### src/rtl/mem_target_pkg.sv
// mem_target_pkg: shared types and helpers for the mem_target memory block.
//   RD_LAT_MAX  - largest supported read latency.
//   RSP_DATA_W  - width of the response payload carried by rsp_t.
//   rsp_t       - one queued response {rdata, wr, err}.
//   merge()     - byte-lane merge of write data into an existing word.
package mem_target_pkg;

   localparam int unsigned RD_LAT_MAX = 4;
   localparam int unsigned RSP_DATA_W = 32;
   localparam int unsigned RSP_BE_W   = RSP_DATA_W / 8;

   typedef struct packed {
      logic [RSP_DATA_W-1:0] rdata;
      logic                  wr;
      logic                  err;
   } rsp_t;

   // Replace byte i of old_word with byte i of new_word wherever be[i] is set.
   function automatic logic [RSP_DATA_W-1:0] merge(
      input logic [RSP_DATA_W-1:0] old_word,
      input logic [RSP_DATA_W-1:0] new_word,
      input logic [RSP_BE_W-1:0]   be
   );
      logic [RSP_DATA_W-1:0] res;
      res = old_word;
      for (int i = 0; i < RSP_BE_W; i++) begin
         if (be[i]) begin
            res[8*i +: 8] = new_word[8*i +: 8];
         end else begin
            res[8*i +: 8] = old_word[8*i +: 8];
         end
      end
      return res;
   endfunction

endpackage

### src/rtl/mem_target_rsp_fifo.sv
// mem_target_rsp_fifo: show-ahead FIFO of rsp_t entries.
//   clk, rst_n  - clock, asynchronous active-low reset.
//   push, push_data - write one entry (caller guarantees not full).
//   pop         - consume the head entry (ignored when empty).
//   valid, head - head entry present / head entry contents (zero when empty).
// An entry pushed into an empty FIFO is visible on head right after the push
// edge, so the FIFO adds no latency on top of the read pipeline.
module mem_target_rsp_fifo
   import mem_target_pkg::*;
#(
   parameter int unsigned DEPTH = 4
) (
   input  logic clk,
   input  logic rst_n,
   input  logic push,
   input  rsp_t push_data,
   input  logic pop,
   output logic valid,
   output rsp_t head
);

   localparam int unsigned PTR_W = (DEPTH > 1) ? $clog2(DEPTH) : 1;
   localparam int unsigned CNT_W = $clog2(DEPTH + 1);

   rsp_t             store [DEPTH];
   logic [PTR_W-1:0] wr_ptr;
   logic [PTR_W-1:0] rd_ptr;
   logic [CNT_W-1:0] count;
   logic             do_pop;

   function automatic logic [PTR_W-1:0] next_ptr(input logic [PTR_W-1:0] p);
      if (p == PTR_W'(DEPTH - 1)) begin
         return '0;
      end else begin
         return p + PTR_W'(1);
      end
   endfunction

   assign do_pop = pop && valid;
   assign valid  = (count != '0);
   assign head   = valid ? store[rd_ptr] : '0;

   // Storage, pointers and occupancy.
   always_ff @(posedge clk or negedge rst_n) begin
      if (!rst_n) begin
         for (int i = 0; i < DEPTH; i++) begin
            store[i] <= '0;
         end
         wr_ptr <= '0;
         rd_ptr <= '0;
         count  <= '0;
      end else begin
         if (push) begin
            store[wr_ptr] <= push_data;
            wr_ptr        <= next_ptr(wr_ptr);
         end
         if (do_pop) begin
            rd_ptr <= next_ptr(rd_ptr);
         end
         case ({push, do_pop})
            2'b10:   count <= count + CNT_W'(1);
            2'b01:   count <= count - CNT_W'(1);
            default: count <= count;
         endcase
      end
   end

endmodule

### src/rtl/mem_target.sv
// mem_target: word-addressed memory target with a valid/ready request channel,
// byte-enable writes, fixed read latency and an in-order response channel.
//   clk, rst_n                         - clock, asynchronous active-low reset.
//   req_valid/req_ready                - request handshake.
//   req_wr, req_addr, req_wdata, req_be - request payload.
//   rsp_valid/rsp_ready                - response handshake.
//   rsp_rdata, rsp_wr, rsp_err         - response payload (rdata is 0 for
//                                        writes and out-of-range accesses).
// The response is formed at the accepting edge, delayed RD_LAT-1 edges in a
// shift pipeline, then parked in a show-ahead FIFO until the master takes it.
// The outstanding counter covers pipeline plus FIFO, so the FIFO never overflows.
module mem_target
   import mem_target_pkg::*;
#(
   parameter int unsigned DATA_W    = 32,
   parameter int unsigned DEPTH     = 16,
   parameter int unsigned ADDR_W    = 32,
   parameter int unsigned RD_LAT    = 2,
   parameter int unsigned RSP_DEPTH = 4
) (
   input  logic                clk,
   input  logic                rst_n,
   input  logic                req_valid,
   output logic                req_ready,
   input  logic                req_wr,
   input  logic [ADDR_W-1:0]   req_addr,
   input  logic [DATA_W-1:0]   req_wdata,
   input  logic [DATA_W/8-1:0] req_be,
   output logic                rsp_valid,
   input  logic                rsp_ready,
   output logic [DATA_W-1:0]   rsp_rdata,
   output logic                rsp_wr,
   output logic                rsp_err
);

   localparam int unsigned IDX_W = (DEPTH > 1) ? $clog2(DEPTH) : 1;
   localparam int unsigned CNT_W = $clog2(RSP_DEPTH + 1);

   // Elaboration-time parameter checks.
   if ((DATA_W % 8 != 0) || (DATA_W != RSP_DATA_W)) begin : g_bad_data_w
      $error("mem_target: DATA_W must be a multiple of 8 and match RSP_DATA_W");
   end
   if ((RD_LAT < 1) || (RD_LAT > RD_LAT_MAX)) begin : g_bad_rd_lat
      $error("mem_target: RD_LAT out of range 1..RD_LAT_MAX");
   end
   if (RSP_DEPTH < RD_LAT) begin : g_bad_rsp_depth
      $error("mem_target: RSP_DEPTH must be >= RD_LAT");
   end

   logic [DATA_W-1:0] mem [DEPTH];
   logic [CNT_W-1:0]  outstanding;
   logic              accept;
   logic              complete;
   logic              in_range;
   logic [IDX_W-1:0]  idx;
   rsp_t              new_rsp;
   logic              push;
   rsp_t              push_data;
   logic              head_valid;
   rsp_t              head;

   assign req_ready = (outstanding < CNT_W'(RSP_DEPTH));
   assign accept    = req_valid && req_ready;
   assign complete  = head_valid && rsp_ready;
   // Range check on the full address; idx is only used when in_range holds,
   // so high address bits can never alias onto a valid word.
   assign in_range  = (req_addr < ADDR_W'(DEPTH));
   assign idx       = req_addr[IDX_W-1:0];

   // Response payload captured at the accepting edge.
   always_comb begin
      new_rsp     = '0;
      new_rsp.wr  = req_wr;
      new_rsp.err = !in_range;
      if (!req_wr && in_range) begin
         new_rsp.rdata = mem[idx];
      end else begin
         new_rsp.rdata = '0;
      end
   end

   // Storage array: deliberately not reset, contents survive rst_n.
   always_ff @(posedge clk) begin
      if (accept && req_wr && in_range) begin
         mem[idx] <= merge(mem[idx], req_wdata, req_be);
      end
   end

   // Outstanding requests: accepted but not yet completed on the response side.
   always_ff @(posedge clk or negedge rst_n) begin
      if (!rst_n) begin
         outstanding <= '0;
      end else begin
         case ({accept, complete})
            2'b10:   outstanding <= outstanding + CNT_W'(1);
            2'b01:   outstanding <= outstanding - CNT_W'(1);
            default: outstanding <= outstanding;
         endcase
      end
   end

   if (RD_LAT == 1) begin : g_no_pipe
      assign push      = accept;
      assign push_data = new_rsp;
   end else begin : g_pipe
      logic [RD_LAT-2:0] pipe_valid;
      rsp_t              pipe_data [RD_LAT-1];

      // Fixed-latency shift pipeline ahead of the response FIFO.
      always_ff @(posedge clk or negedge rst_n) begin
         if (!rst_n) begin
            pipe_valid <= '0;
            for (int i = 0; i < RD_LAT - 1; i++) begin
               pipe_data[i] <= '0;
            end
         end else begin
            pipe_valid[0] <= accept;
            pipe_data[0]  <= new_rsp;
            for (int i = 1; i < RD_LAT - 1; i++) begin
               pipe_valid[i] <= pipe_valid[i-1];
               pipe_data[i]  <= pipe_data[i-1];
            end
         end
      end

      assign push      = pipe_valid[RD_LAT-2];
      assign push_data = pipe_data[RD_LAT-2];
   end

   mem_target_rsp_fifo #(
      .DEPTH (RSP_DEPTH)
   ) u_rsp_fifo (
      .clk       (clk),
      .rst_n     (rst_n),
      .push      (push),
      .push_data (push_data),
      .pop       (complete),
      .valid     (head_valid),
      .head      (head)
   );

   assign rsp_valid = head_valid;
   assign rsp_rdata = head.rdata;
   assign rsp_wr    = head.wr;
   assign rsp_err   = head.err;

endmodule

### config.mk
export PLATFORM = sky130hd
export DESIGN_NAME = mem_target
export DESIGN_NICKNAME = d
export VERILOG_FILES = /design/src/rtl/mem_target_pkg.sv /design/src/rtl/mem_target_rsp_fifo.sv /design/src/rtl/mem_target.sv
export SDC_FILE = /design/constraint.sdc
export NUM_CORES = 1
export LEC_CHECK = 0
export BUFFER_PORTS_ARGS = -buffer_cell sky130_fd_sc_hd__buf_2
export CAP_MARGIN = 25
export CELL_PAD_IN_SITES_DETAIL_PLACEMENT = 1
export CELL_PAD_IN_SITES_GLOBAL_PLACEMENT = 1
export CORE_MARGIN = 5
export CORE_UTILIZATION = 40
export CTS_CLUSTER_SIZE = 10
export DETAILED_ROUTE_END_ITERATION = 8
export HOLD_SLACK_MARGIN = 0.1
export PLACE_DENSITY = 0.7
export RECOVER_POWER = 25
export SYNTH_ARGS = -nofsm -noshare
export SYNTH_HDL_FRONTEND = slang
export SYNTH_SLANG_ARGS = --single-unit
### constraint.sdc
create_clock -name clk -period 3.67 [get_ports clk]
set_clock_uncertainty 0.2 [all_clocks]
set_input_delay 0.5505 -clock clk [delete_from_list [all_inputs] [get_ports clk]]
set_output_delay 0.5505 -clock clk [all_outputs]
set_load 0.05 [all_outputs]
==> results.sh, run 1 <==
export IMPL_status="complete, but fails checks"
export IMPL_violations="capacitance limit, slew limit"
export IMPL_cts_buffers=80
export IMPL_r2r_cells=4
export IMPL_fillers=6278
export IMPL_die_h_um=271.6
export IMPL_nets=1616
export IMPL_netlist_area_leader_share=0.5617
export IMPL_slew_headroom=-0.3474
export IMPL_drt_iter0_markers=1161
export IMPL_powerDensity_nw_per_um2=553.7
export IMPL_grt_overflow_total=0
export IMPL_pwr_share_comb=0.102
export IMPL_swShare=0.2304
export IMPL_post_drt_wl_per_cell_um=27.05
export IMPL_clkPwrFrac=0.404
export IMPL_netSwitchingPower_mw=4.055
export IMPL_endpoint_kind="flop"
export IMPL_rrSetupSlack_ps=390
export IMPL_die_x_um=271.6
export IMPL_drive_gt1_frac=0.3911
export IMPL_final_hold_viol_count=0
export IMPL_synth_top_cell_by_area="edfxtp_1"
export IMPL_finalCritPeriodShare=0.9163
export IMPL_clkTransAtPathRegs_ps=50
export IMPL_core_um2=68230
export IMPL_grt_max_degree=72
export IMPL_vdd_drop_max_mv=0.3008
export IMPL_synth_edf_count=512
export IMPL_worstHoldStart="req_addr[22]"
export IMPL_dp_hpwl_um=41500
export IMPL_grt_pass1_vias=15270
export IMPL_fin_ws_ps=307.2
export IMPL_ys_types=28
export IMPL_cts_tree="built"
export IMPL_yosysWarnings=0
export IMPL_synth_top_flop_cell="edfxtp_1"
export IMPL_num_vias=13740
export IMPL_pin_count=109
export IMPL_p_leak_nw=11.77
export IMPL_ant_nets=0
export IMPL_startpoint="req_wr"
export IMPL_cp_start_kind="input port"
export IMPL_hold_path_class="input port to flop"
export IMPL_crit_arrival_ps=3630
export IMPL_maxCapViolations=3
export IMPL_period_minus_slack_ps=3363
export IMPL_synth_nets=1426
export IMPL_worst_pin_slew_ps=2021
export IMPL_critical_path_class="input port to flop"
export IMPL_cts_root_buffer="clkbuf_16"
export IMPL_drv_slew=122
export IMPL_max_freq_ghz=0.2974
export IMPL_ys_top_cells_by_count="512 x edfxtp_1, 181 x dfrtp_1, 170 x mux2_2"
export IMPL_synth_async_sr_flop_share=0.2612
export IMPL_tns_ps=0
export IMPL_dieArea_um2=73760
export IMPL_post_cts_buffers=0
export IMPL_grt_use_total=0.1812
export IMPL_setup_viol=0
export IMPL_place_gp_congestion=0.7682
export IMPL_portBuffers=108
export IMPL_r2r_start="u_rsp_fifo.wr_ptr[0]"
export IMPL_syn_avg_cell_area_um2=20.36
export IMPL_std_cell_rows=96
export IMPL_synth_area_leaders="edfxtp_1 56%, dfrtp_1 17%, mux4_2 13%"
export IMPL_dp_slack_ps=470.2
export IMPL_drc_errors=0
export IMPL_synth_area_um2=27370
export IMPL_routed_wl_um=66320
export IMPL_crit_end="g_pipe.pipe_data[26]"
export IMPL_antenna_found_initial=5
export IMPL_intPower_mw=13.54
export IMPL_cp_max_fo=26
export IMPL_hold_ws_ps=120.5
export IMPL_worstSkewPairLatency_ps=610
export IMPL_synth_most_common_cell="edfxtp_1"
export IMPL_areaGrowthSynthToFinish_pct=16.10
export IMPL_fin_cells=2452
export IMPL_cp_data_required_time_ps=3940
export IMPL_htree_levels=3
export IMPL_reg2reg_to="u_rsp_fifo.store[22]"
export IMPL_viasPerCell=5.604
export IMPL_yosys_register_bits=693
export IMPL_cts_resized=0
export IMPL_syn_inst=1344
export IMPL_antenna_cells=0
export IMPL_clkSinkCount=693
export IMPL_rsz0062_at_grt="no"
export IMPL_start_util=0.4012
export IMPL_ys_seq_area_frac=0.7272
export IMPL_seqPwrFrac=0.494
export IMPL_dpl_cell_count=2331
export IMPL_clk_path_buf_depth=3
export IMPL_grt_pass1_wl_um=100400
export IMPL_drt_pass1_iter_count=5
## kinds of logic (layout without fill, tap and decap cells)
kind of cell               after synthesis  after routing  share of synthesized area
DFF                                    693            693                     0.7272
muxes                                  334            334                     0.2040
and+or+nand+nor                        147            147                    0.02981
buffers and inverters                   89            315                    0.01449
AOI/OAI and AO/OA                       66             66                    0.01792
adders and majority gates                9              9                   0.004663
xor gates and xnor gates                 6              6                   0.001920
## sequential cells by signal, indices dropped and copies added, names as in the netlist
name / flops
u_rsp_fifo.count: 3
g_pipe.pipe_data: 34
u_rsp_fifo.store: 136
outstanding: 3
u_rsp_fifo.rd_ptr: 2
mem: 512
g_pipe.pipe_valid: 1
u_rsp_fifo.wr_ptr: 2
## through the flow
stage	util	area [um^2]	total power, mW
floorplan	-	27370	10.11
global placement	0.4326	29520	10.64
detailed placement	0.4329	29540	10.72
CTS	0.4668	31850	17.85
global route	0.4657	31780	18.32
finish	0.4657	31780	17.60
## worst min-delay path by stage
stage               slack (ps)  cells past startpoint             endpoint
floorplan                   50                      0  g_pipe.pipe_data[0]
global placement           250                      1  u_rsp_fifo.count[2]
detailed placement         260                      1  u_rsp_fifo.count[2]
CTS                        110                      4  g_pipe.pipe_data[0]
global route               130                      4  g_pipe.pipe_data[0]
finish                     120                      4  g_pipe.pipe_data[0]
## power by group through the flow
stage / combinational, mW / clock [mW] / sequential [mW]
2_1_floorplan: 1.29 / 0 / 8.82
3_3_place_gp: 1.80 / 0 / 8.84
3_5_place_dp: 1.87 / 0 / 8.85
4_1_cts: 1.88 / 7.28 / 8.70
5_1_grt: 1.96 / 7.67 / 8.70
6_report: 1.79 / 7.11 / 8.69
## layout make-up
type                            instances  area [um^2]  share of cell area
Tap cell                              882         1104             0.03473
Clock inverter                          4        26.28           0.0008269
Multi-Input combinational cell        562         7112              0.2238
Inverter                               11        41.29            0.001299
Sequential cell                       693        19910              0.6264
Clock buffer                          114         2256             0.07100
Timing Repair Buffer                  186         1331             0.04190
## worst max-delay path, cell delays in order
cell and delay, ps:
dlygate4sd3_1 540, clkbuf_1 130, nor3_1 210, clkbuf_1 1340, clkbuf_1 460, and2_0 380
## metal layers
metal  part of all wire  vias up  track usage
met3              0.069       80      0.03544
met1               0.41     7407       0.2431
li1                   -     5778            -
met4              0.018        0      0.04546
met5                  0        -            0
met2               0.51      476       0.3075
## cells in the final DEF (no fill, tap or decap), drive strengths merged, types with 3 or more instances in the layout
master       count
nand2           39
xor2             3
and3            12
ha               7
inv             13
and2            69
mux4           162
and4             4
dfrtp          181
nor2b            4
nor2             5
dlygate4sd3      3
edfxtp         512
nor4             7
buf            169
a22oi           64
clkbuf         128
xnor2            3
mux2           170
## timing repair
item | in CTS | in global routing
hold endpoints to repair | 66 | 0
setup endpoints to repair | 0 | 0
hold buffers | 3 | 0
Note: power is estimated with default switching activity, not from simulation.
==> run 2, diff against run 1 <==
- CORE_ASPECT_RATIO: default -> 1.75
==> run 2 against run 1 <==
The run still ends with capacitance limit, slew limit left. Clock power decreased by 3%. Power decreased by 1.0%. Maximum frequency increased by 3.8%. First-iteration DRC count decreased by 11%. Sequential share of layout area increased by 0.32 points. Final cell count increased by 0.12%. Via count decreased by 0.43%.
==> results.sh, run 2 (same netlist as run 1, synthesis figures left out) <==
export IMPL_status="complete, but fails checks"
export IMPL_violations="capacitance limit, slew limit"
export IMPL_core_um2=68170
export IMPL_slew_headroom=-0.5124
export IMPL_cts_buffers=79
export IMPL_portBuffers=108
export IMPL_power_mw=17.41
export IMPL_setup_viol=0
export IMPL_multi_input_area_um2=7112
export IMPL_max_freq_ghz=0.3085
export IMPL_cp_max_fo=24
export IMPL_cp_data_required_time_ps=2920
export IMPL_tns_ps=0
export IMPL_largest_register_ffs=512
export IMPL_areaGrowthSynthToFinish_pct=15.50
export IMPL_max_stage_delay_ps=830
export IMPL_wl_met1_um=26320
export IMPL_vdd_drop_max_mv=0.2920
export IMPL_start_util=0.4015
export IMPL_drc_errors=0
export IMPL_dieArea_um2=73960
export IMPL_grt_pass1_vias=15370
export IMPL_routed_wl_um=67170
export IMPL_clkTransAtPathRegs_ps=60
export IMPL_cp_start_kind="flop"
export IMPL_die_x_um=207.7
export IMPL_die_h_um=356.0
export IMPL_crit_chain="buf_12 > mux4_2 > and2_1 > buf_2"
export IMPL_viasPerCell=5.573
export IMPL_hold_path_class="input port to flop"
export IMPL_place_gp_congestion=0.7553
export IMPL_fin_ws_ps=428.9
export IMPL_reg2reg_to="u_rsp_fifo.store[74]"
export IMPL_fin_area_um2=31610
export IMPL_post_cts_buffers=0
export IMPL_r2r_cells=5
export IMPL_cts_resized=0
export IMPL_min_delay_path_depth=4
export IMPL_clkSinkCount=693
export IMPL_cts_root_buffer="clkbuf_16"
export IMPL_highest_layer="met5"
export IMPL_hold_ws_ps=143.4
export IMPL_rsz0062_at_grt="no"
export IMPL_p_leak_nw=11.68
export IMPL_drt_iter0_markers=1035
export IMPL_pin_count=109
export IMPL_ant_nets=0
export IMPL_drv_slew=90
export IMPL_dpl_cell_count=2342
export IMPL_post_drt_wl_per_cell_um=27.36
export IMPL_place_area_um2=29500
export IMPL_largest_register="mem"
export IMPL_drive_gt1_frac=0.3907
export IMPL_r2r_start="u_rsp_fifo.wr_ptr[1]"
export IMPL_utilization=0.4637
export IMPL_grt_max_degree=91
export IMPL_finalCritPeriodShare=0.8831
export IMPL_grt_use_total=0.1832
export IMPL_worstSkewPairLatency_ps=600
export IMPL_cp_slowest_cell="dfrtp_1"
export IMPL_final_cell_mix="512 x edfxtp_1, 180 x dfrtp_1, 169 x mux2_2"
export IMPL_htree_levels=3
export IMPL_period_minus_slack_ps=3241
export IMPL_met2_wirelength_um=35670
export IMPL_fillers=6157
export IMPL_critical_path_class="flop to output pin"
export IMPL_cp_top_family="flip-flops"
export IMPL_nets=1605
export IMPL_powerDensity_nw_per_um2=550.8
export IMPL_crit_buf_inv=2
export IMPL_top_regs="mem (512), u_rsp_fifo.store (136), g_pipe.pipe_data (34)"
export IMPL_clk_path_buf_depth=3
export IMPL_crit_arrival_ps=2490
export IMPL_holdPathEnd="g_pipe.pipe_data[0]"
export IMPL_num_vias=13680
export IMPL_final_hold_viol_count=0
export IMPL_drt_pass1_iter_count=5
export IMPL_final_common_cell="edfxtp_1"
export IMPL_std_cell_rows=127
export IMPL_register_area_um2=19910
export IMPL_grt_overflow_total=0
export IMPL_antenna_found_initial=5
export IMPL_cts_tree="built"
export IMPL_route_met3_wl_um=3382
export IMPL_dp_hpwl_um=40570
export IMPL_dp_slack_ps=467.6
export IMPL_fin_cells=2455
export IMPL_endpoint_kind="output pin"
export IMPL_rrSetupSlack_ps=510
export IMPL_worstHoldStart="req_addr[13]"
export IMPL_maxCapViolations=1
export IMPL_grt_pass1_wl_um=101700
export IMPL_worst_pin_slew_ps=2269
[run 2: changes by cell type in the layout (fill, tap and decap cells not counted), moves of 3 or more]
cell / change
buf_4: -4
buf_12: -3
and2_0: +8
inv_6: +3
clkbuf_16: -6
clkbuf_1: -10
and2_1: -8
[run 2: worst max path at each step]
| stage | from | to | slack [ps] | cells past startpoint |
|---|---|---|---|---|
| global placement | req_addr[2] | mem[3][29] | 520 | 7 |
| finish | u_rsp_fifo.rd_ptr[1] | rsp_rdata[15] | 430 | 4 |
| CTS | u_rsp_fifo.rd_ptr[1] | rsp_rdata[15] | 350 | 4 |
| detailed placement | req_addr[2] | mem[3][29] | 470 | 7 |
| floorplan | req_addr[21] | mem[1][0] | 640 | 5 |
| global route | rst_n | u_rsp_fifo.rd_ptr[0] | 270 | 2 |
[run 2: what timing repair did]
item                                    in CTS  in global routing
hold buffers                                 3                  0
endpoints found under the setup margin       0                  0
endpoints found under the hold margin       90                  0
[run 2: area by class of cell]
class / instances / share of cell area
Clock inverter: 8 / 0.003800
Tap cell: 903 / 0.03574
Timing Repair Buffer: 176 / 0.03895
Inverter: 11 / 0.001306
Sequential cell: 693 / 0.6297
Multi-Input combinational cell: 562 / 0.2250
Clock buffer: 101 / 0.06547
Antenna cell: 1 / 0.00007916
[run 2: worst reg2reg max path: stages, from the launching register on]
cell      delay [ps]
dfrtp_1          380
inv_1             90
ha_1             180
nand2_1          640
clkbuf_1        1100
mux2_2           450
[run 2: per-layer routing]
layer  global-route usage  vias to the layer above
li1                     -                     5728
met1               0.2311                     7394
met2               0.3303                      438
met3              0.02519                      120
met4              0.05561                        2
met5                    0                        -
[run 2: where the power goes]
group	leakage [nW]	switching, mW	internal (mW)	total [mW]
sequential	7.09	0.0986	8.63	8.73
combinational	3.53	1.05	0.719	1.77
clock	1.06	2.91	4.00	6.91
==> run 3, diff against run 2 <==
- CORE_UTILIZATION: 40 -> 25
- PLACE_DENSITY: 0.7 -> 0.51
==> run 3 against run 2 <==
The flow still finishes with violations (capacitance limit, slew limit). Final cell count rose by 23%. First-iteration DRC count fell by 6.5%. Maximum frequency fell by 1.0%. Worst hold slack improved by 120 ps. Die area rose by 57%. Sequential power barely moved. Clock power rose by 0.7%. Count of clock-buffer cells in the layout fell by 5. Largest cell class unchanged. Setup slack got worse by 33 ps. Register-to-register slack got worse by 40 ps. Via count fell by 0.36%.
==> results.sh, run 3 (same netlist as run 1, synthesis figures left out) <==
export IMPL_clkTransAtPathRegs_ps=60
export IMPL_ant_nets=0
export IMPL_violations="capacitance limit, slew limit"
export IMPL_drc_errors=0
export IMPL_wl_met1_um=30410
export IMPL_final_cell_mix="512 x edfxtp_1, 179 x dfrtp_1, 166 x mux2_2"
export IMPL_dp_hpwl_um=45240
export IMPL_holdPathEnd="outstanding[0]"
export IMPL_top_regs="mem (512), u_rsp_fifo.store (136), g_pipe.pipe_data (34)"
export IMPL_met2_wirelength_um=39760
export IMPL_cts_root_buffer="clkbuf_16"
export IMPL_portBuffers=108
export IMPL_hold_path_class="input port to flop"
export IMPL_std_cell_rows=160
export IMPL_cts_resized=0
export IMPL_clk_path_buf_depth=3
export IMPL_grt_max_degree=85
export IMPL_r2r_start="u_rsp_fifo.wr_ptr[0]"
export IMPL_endpoint_kind="flop"
export IMPL_nets=1618
export IMPL_status="complete, but fails checks"
export IMPL_reg2reg_to="u_rsp_fifo.store[7]"
export IMPL_r2r_cells=4
export IMPL_vdd_drop_max_mv=0.3586
export IMPL_pin_count=109
export IMPL_route_met3_wl_um=2817
export IMPL_fillers=11050
export IMPL_antenna_found_initial=8
export IMPL_rrSetupSlack_ps=470
export IMPL_setup_viol=0
export IMPL_clkSinkCount=693
export IMPL_cp_max_fo=18
export IMPL_maxCapViolations=1
export IMPL_cp_start_kind="input port"
export IMPL_p_leak_nw=11.78
export IMPL_largest_register="mem"
export IMPL_routed_wl_um=74480
export IMPL_period_minus_slack_ps=3274
export IMPL_place_gp_congestion=0.7007
export IMPL_cp_data_required_time_ps=3740
export IMPL_worstHoldStart="rsp_ready"
export IMPL_tns_ps=0
export IMPL_utilization=0.2989
export IMPL_crit_arrival_ps=3340
export IMPL_die_x_um=260.1
export IMPL_worstSkewPairLatency_ps=650
export IMPL_worst_pin_slew_ps=1909
export IMPL_cts_tree="built"
export IMPL_core_um2=108700
export IMPL_largest_register_ffs=512
export IMPL_grt_overflow_total=0
export IMPL_post_drt_wl_per_cell_um=24.67
export IMPL_powerDensity_nw_per_um2=539.2
export IMPL_grt_pass1_wl_um=110300
export IMPL_grt_pass1_vias=15630
export IMPL_areaGrowthSynthToFinish_pct=18.72
export IMPL_final_common_cell="edfxtp_1"
export IMPL_die_h_um=447.7
export IMPL_finalCritPeriodShare=0.8921
export IMPL_drt_pass1_iter_count=5
export IMPL_min_delay_path_depth=4
export IMPL_final_hold_viol_count=0
export IMPL_max_freq_ghz=0.3054
export IMPL_drv_slew=72
export IMPL_critical_path_class="input port to flop"
export IMPL_drt_iter0_markers=968
export IMPL_start_util=0.2518
export IMPL_highest_layer="met5"
export IMPL_viasPerCell=4.516
export IMPL_rsz0062_at_grt="no"
export IMPL_grt_use_total=0.1292
export IMPL_htree_levels=3
export IMPL_dieArea_um2=116500
export IMPL_drive_gt1_frac=0.3945
export IMPL_post_cts_buffers=0
export IMPL_slew_headroom=-0.2728
export IMPL_num_vias=13630
export IMPL_cts_buffers=79
==> run 3: cell types whose count changed in the layout (fill, tap and decap cells not counted), moves of 2 or more <==
| cell | change |
|---|---|
| buf_4 | +3 |
| dlygate4sd3_1 | +4 |
| and2_1 | +24 |
| inv_16 | +2 |
| buf_12 | +7 |
| clkbuf_1 | -5 |
| mux2_1 | +3 |
| and2_0 | -24 |
| inv_6 | -3 |
| mux2_2 | -3 |
==> run 3: how the worst max path moves through the flow <==
stage                         from  cells past startpoint            end
5_1_grt               req_addr[15]                      9    mem[12][17]
3_3_place_gp           req_addr[2]                      6      mem[1][5]
4_1_cts        u_rsp_fifo.count[0]                      4  rsp_rdata[18]
3_5_place_dp           req_addr[2]                      6     mem[13][5]
2_1_floorplan         req_addr[21]                      5      mem[1][0]
6_report              req_addr[15]                      9    mem[12][17]
==> run 3: per-layer routing <==
layer	GRT usage	vias to the layer above
li1	-	5765
met1	0.1582	7492
met2	0.2346	298
met3	0.02174	74
met4	0.03659	4
met5	0	-
==> run 3: what timing repair did <==
| action | CTS | global route |
|---|---|---|
| endpoints found under the hold margin | 73 | 0 |
| setup endpoints to repair | 0 | 0 |
| hold buffers | 7 | 0 |
==> run 3: area by class of cell <==
class | instances | area, um^2 | area share
diodes | 2 | 5.005 | 0.0001540
clock buffers | 96 | 2041 | 0.06281
clock inverters | 8 | 123.9 | 0.003812
inverters | 11 | 41.29 | 0.001271
multi-input cells | 562 | 7121 | 0.2191
flip-flops and latches | 693 | 19910 | 0.6127
well taps | 1458 | 1824 | 0.05614
repair buffers | 189 | 1430 | 0.04401
==> run 3: stage by stage <==
stage | instances | hold WS [ps] | setup WS, ps | cell area, um^2 | power [mW]
4_1_cts | 3017 | 173.5 | 355.2 | 32530 | 17.86
2_1_floorplan | 1344 | 54.91 | 635.1 | 27370 | 10.11
5_1_grt | 3019 | 273.0 | 221.6 | 32490 | 18.27
6_report | 3019 | 261.1 | 396.0 | 32490 | 17.52
3_5_place_dp | 2906 | 275.2 | 485.8 | 30290 | 10.80
3_3_place_gp | 2906 | 251.3 | 529.0 | 30290 | 10.73
==> run 3: power breakdown <==
part | switching [mW] | internal (mW) | total [mW]
clock network | 3.00 | 3.97 | 6.96
registers | 0.113 | 8.63 | 8.75
logic | 1.09 | 0.719 | 1.81
total | 4.20 | 13.3 | 17.5
==> run 3: worst max-delay path, cell delays in order <==
cell	delay, ps
dlygate4sd3_1	530
buf_2	120
nor4_1	190
dlygate4sd3_1	580
nand3_1	140
nor3_1	260
buf_4	270
and4_2	260
buf_4	400
